### src/rtl/serv_alu_digit.sv
// serv_alu_digit
// Digit-serial ALU: processes one W-bit digit of an XLEN-bit operand pair per
// enabled cycle, least-significant digit first. Carries the add/sub carry and
// the running equality across digits, and registers the final compare result
// at the end of each N = XLEN/W digit pass.
//
// Ports:
//   clk        clock, rising edge
//   i_rst_n    synchronous active-low reset
//   i_en       digit strobe; all state advances only when high
//   i_start    with i_en: treat the current digit as digit 0
//   i_sub      1 = subtract (op_b inverted, carry-in 1); required for compares
//   i_bool_op  00 xor, 01 pass op_b, 10 or, 11 and
//   i_cmp_eq   1 = equality compare, 0 = less-than
//   i_cmp_sig  1 = signed less-than
//   i_rd_sel   one-hot result select: [0] add/sub, [1] slt, [2] bool
//   i_rs1      rs1 digit
//   i_op_b     op_b digit
//   o_rd       result digit (combinational)
//   o_cmp      compare result of the last completed pass
//   o_last     high when i_en is high on digit N-1
module serv_alu_digit #(
    parameter int W    = 1,
    parameter int XLEN = 32
) (
    input  logic         clk,
    input  logic         i_rst_n,
    input  logic         i_en,
    input  logic         i_start,
    input  logic         i_sub,
    input  logic [1:0]   i_bool_op,
    input  logic         i_cmp_eq,
    input  logic         i_cmp_sig,
    input  logic [2:0]   i_rd_sel,
    input  logic [W-1:0] i_rs1,
    input  logic [W-1:0] i_op_b,
    output logic [W-1:0] o_rd,
    output logic         o_cmp,
    output logic         o_last
);

    localparam int N  = XLEN / W;
    // Keep the counter at least one bit wide so N = 1 still elaborates.
    localparam int CW = (N > 1) ? $clog2(N) : 1;

    logic [CW-1:0] cnt_q;
    logic          c_q;
    logic          eq_q;
    logic          cmp_q;

    logic [CW-1:0] d;
    logic [CW-1:0] cnt_nxt;
    logic          is_first;
    logic          is_last;
    logic [W-1:0]  b;
    logic          cin;
    logic [W:0]    add_w;
    logic [W-1:0]  sum;
    logic          co;
    logic          deq;
    logic          eqacc;
    logic          lt;
    logic [W-1:0]  bool_digit;
    logic [W-1:0]  slt_digit;

    // i_start overrides the stored count so an aborted pass is simply discarded.
    assign d        = i_start ? '0 : cnt_q;
    assign is_first = (d == '0);
    assign is_last  = (d == CW'(N - 1));
    assign cnt_nxt  = is_last ? '0 : d + CW'(1);

    assign b     = i_op_b ^ {W{i_sub}};
    assign cin   = is_first ? i_sub : c_q;
    assign add_w = {1'b0, i_rs1} + {1'b0, b} + {{W{1'b0}}, cin};
    assign sum   = add_w[W-1:0];
    assign co    = add_w[W];

    assign deq   = (i_rs1 == i_op_b);
    assign eqacc = is_first ? deq : (eq_q & deq);

    // Only meaningful on the last digit, where the top bits are the sign bits.
    // Signed: differing signs decide directly, otherwise the difference sign does.
    always_comb begin
        lt = ~co;
        if (i_cmp_sig) begin
            lt = (i_rs1[W-1] != i_op_b[W-1]) ? i_rs1[W-1] : sum[W-1];
        end
    end

    always_comb begin
        bool_digit = '0;
        case (i_bool_op)
            2'b00:   bool_digit = i_rs1 ^ i_op_b;
            2'b01:   bool_digit = i_op_b;
            2'b10:   bool_digit = i_rs1 | i_op_b;
            default: bool_digit = i_rs1 & i_op_b;
        endcase
    end

    // SLT writes the compare result of the previous pass into bit 0 of digit 0.
    always_comb begin
        slt_digit    = '0;
        slt_digit[0] = cmp_q & is_first;
    end

    assign o_rd = ({W{i_rd_sel[0]}} & sum)
                | ({W{i_rd_sel[1]}} & slt_digit)
                | ({W{i_rd_sel[2]}} & bool_digit);

    assign o_cmp  = cmp_q;
    assign o_last = i_en & is_last;

    always_ff @(posedge clk) begin
        if (!i_rst_n) begin
            cnt_q <= '0;
            c_q   <= 1'b0;
            eq_q  <= 1'b1;
            cmp_q <= 1'b0;
        end else if (i_en) begin
            cnt_q <= cnt_nxt;
            c_q   <= co;
            eq_q  <= eqacc;
            if (is_last) begin
                cmp_q <= i_cmp_eq ? eqacc : lt;
            end
        end
    end

endmodule

### config.mk
export PLATFORM = sky130hd
export DESIGN_NAME = serv_alu_digit
export DESIGN_NICKNAME = d
export VERILOG_FILES = /design/src/rtl/serv_alu_digit.sv
export SDC_FILE = /design/constraint.sdc
export NUM_CORES = 1
export LEC_CHECK = 0
export ABC_CLOCK_PERIOD_IN_PS = 2600
export CAP_MARGIN = 20
export CELL_PAD_IN_SITES_DETAIL_PLACEMENT = 0
export CELL_PAD_IN_SITES_GLOBAL_PLACEMENT = 1
export CORE_ASPECT_RATIO = 0.9
export CORE_MARGIN = 2
export CORE_UTILIZATION = 33
export CTS_CLUSTER_SIZE = 10
export DETAILED_ROUTE_END_ITERATION = 8
export GPL_TIMING_DRIVEN = 0
export HOLD_SLACK_MARGIN = 0.08
export PLACE_DENSITY = 0.8
export SLEW_MARGIN = 20
export SYNTH_ARGS = -nofsm -noshare
export SYNTH_HDL_FRONTEND = slang
export SYNTH_SLANG_ARGS = --single-unit
export TNS_END_PERCENT = 50
### constraint.sdc
create_clock -name clk -period 2.6 [get_ports clk]
set_input_delay 0.52 -clock clk [delete_from_list [all_inputs] [get_ports clk]]
set_output_delay 0.52 -clock clk [all_outputs]
set_load 0.02 [all_outputs]
==> metrics.yaml <==
drc_errors: 0
cp_cell_sequence: "buf_8 -> nand2b_4 -> ha_4 -> o21a_4 -> mux2i_2 -> fa_1 -> o21ai_1 -> buf_4"
drtPass1Iterations: 3
crit_type: "input pin to output port"
vias_per_cell: 4.84
p_leak_nw: 0.385
max_freq_mhz: 396
critPathBufInv: 2
worstHoldStart: "o_cmp"
skew_ps: 2.93
synth_cell_types: 31
highest_layer: "met3"
wl_per_cell_um: 11.1
fin_area_sq_um: 875
clk_transition_reported_paths_ps: 50
dieHeight_um: 43.8
rsz0062_at_grt: "yes"
period_minus_slack_ps: 2530
wl_met2_um: 576
synth_top_area_frac: 0.275
core_sq_um: 1660
grt_usage: 0.147
cts_tree: "yes"
ys.flop_type: "dfxtp_1"
cts_buffers: 3
synth_top_area_cell: "dfxtp_1"
final-max-slew-violation-count: 0
cts.htree.levels: 1
place.gp.congestion: 0.734
io_pins: 17
num_rows: 14
nets: 109
drv_cap: 0
antenna_found_initial: 0
finalHoldViolations: 0
dieArea_sq_um: 2120
power_density_nw_per_um2: 357
r2r_start: "cnt_q[0]"
fin_util: 0.526
dp_hpwl_um: 921
fp.dieW_um: 48.3
timing.critical_path.to_type: "output port"
cts_sinks: 8
critPathLaunch: "i_start"
yosysWarningCount: 0
root_buffer: "clkbuf_4"
cp_max_fo: 5
synthCells: 65
critical_path.top_delay_family: "adder cells"
worstSkewPairLatency_ps: 250
finalCritPeriodShare: 0.972
syn_to_final_growth_pct: 50.3
ant_nets: 0
start_util: 0.350
diodes: 0
gr-total-overflow: 0
avgSynthCellArea_sq_um: 8.95
async_flop_share: 0
syn_nets: 85
route.met3.wl_um: 44
setup_viol: 0
hold_buffers: 0
synth_area_sq_um: 582
crit_required_ps: 2080
layout-drive-gt1-share: 0.276
hp-class: "flip-flop to flip-flop"
grt_max_degree: 11
vias: 537
grt_pass1_wl_um: 2180
wl_met1_um: 606
port_buffers: 16
drtIter0Drc: 4
tns_ps: 0
first_global_vias: 518
synth_seq_area_share: 0.275
ir_worst_vdd_mv: 0.360
outcome: "finished clean"
rrSetupSlack_ps: 800
yosys_register_bits: 8
worst_pin_slew_ps: 320
slowest_delay_ps: 470
cts_buffer_depth: 2
synth_area_leaders: "dfxtp_1 (28%), ha_1 (11%), mux2i_1 (5.2%)"
arrival_ps: 2010
synth_edf_count: 0
relSlewSlack: 0.786
placed_area_sq_um: 772
cp-start-kind: "input pin"
slowest_stage: "fa_1"
routed_wl_um: 1230
[cells in the final DEF, fill, tap and decap left out, types with 2 or more instances in the layout]
cell type | Yosys | routed
clkdlybuf4s50_1 | 0 | 11
nand2_1 | 6 | 6
dfxtp_1 | 8 | 6
buf_4 | 1 | 5
inv_1 | 5 | 4
nor2b_1 | 4 | 4
inv_2 | 2 | 3
o21ai_1 | 3 | 3
ha_1 | 5 | 3
clkbuf_4 | 0 | 3
dlygate4sd2_1 | 0 | 3
and2_1 | 2 | 2
nand2b_4 | 0 | 2
o211ai_1 | 2 | 2
nor3b_1 | 2 | 2
mux2i_1 | 3 | 2
o211a_1 | 2 | 2
ha_4 | 0 | 2
dfxtp_2 | 0 | 2
[routing by layer]
layer / GRT usage / vias up
met1: 0.210 / 252
met4: 0.0162 / 0
met3: 0.0750 / 0
met5: 0 / -
met2: 0.203 / 8
li1: - / 277
[through the flow]
stage	power, W	setup WS, ps	hold slack [ps]	instances
after CTS	0.000311	16.8	508	109
after global placement	0.000210	-1090	486	105
after detailed placement	0.000210	-1090	491	105
after global routing	0.000336	-1.14	533	111
final	0.000312	71.6	508	111
after floorplan	0.000172	82.7	465	65
[cell type report]
type	count	area (sq um)
buffer	1	7.51
inverter	7	26.3
multi-input combinational	49	444
clock buffer	3	22.5
timing repair buffer	19	181
tap	24	30.0
fill	154	790
sequential	8	163
[what timing repair did]
item / CTS / global route
setup endpoints to repair: 2 / 1
resized for setup: 20 / 7
pin swaps: 2 / 3
buffers inserted: 1 / 2
[final timing paths]
path,end,cells after the start
max,o_rd,8
min,o_cmp,2
max reg2reg,o_cmp,8
min reg2reg,o_cmp,2
[Yosys cell counts, types with 3 or more instances]
master / count
nand2_1: 6
dfxtp_1: 8
ha_1: 5
nor2b_1: 4
o21ai_1: 3
inv_1: 5
mux2i_1: 3
[logic make-up (layout without fill, tap and decap cells)]
logic type,after synthesis,after routing,synth area share
and+or+nand+nor,23,23,0.219
DFF,8,8,0.275
muxes,5,5,0.116
buffers and inverters,8,30,0.0581
adders and majority gates,6,6,0.142
AOI/OAI and AO/OA,14,14,0.174
xor gates and xnor gates,1,1,0.0151
[registers in the layout (all words and copies together), names as in the netlist]
register and cells:
eq_q 1, cnt_q 5, c_q 1, o_cmp 1
[tightest hold or removal path, stage by stage (launching register included)]
cell and delay (ps):
dfxtp_1 320, nand2_1 60, o211ai_1 70
[power by group]
part | leakage [nW] | switching, W | internal (W)
sequential | 0.0660 | 0.00000441 | 0.000128
combinational | 0.305 | 0.0000360 | 0.0000520
clock | 0.0138 | 0.0000397 | 0.0000527
total | 0.385 | 0.0000801 | 0.000232
Note: power is estimated with default switching activity, not from simulation.
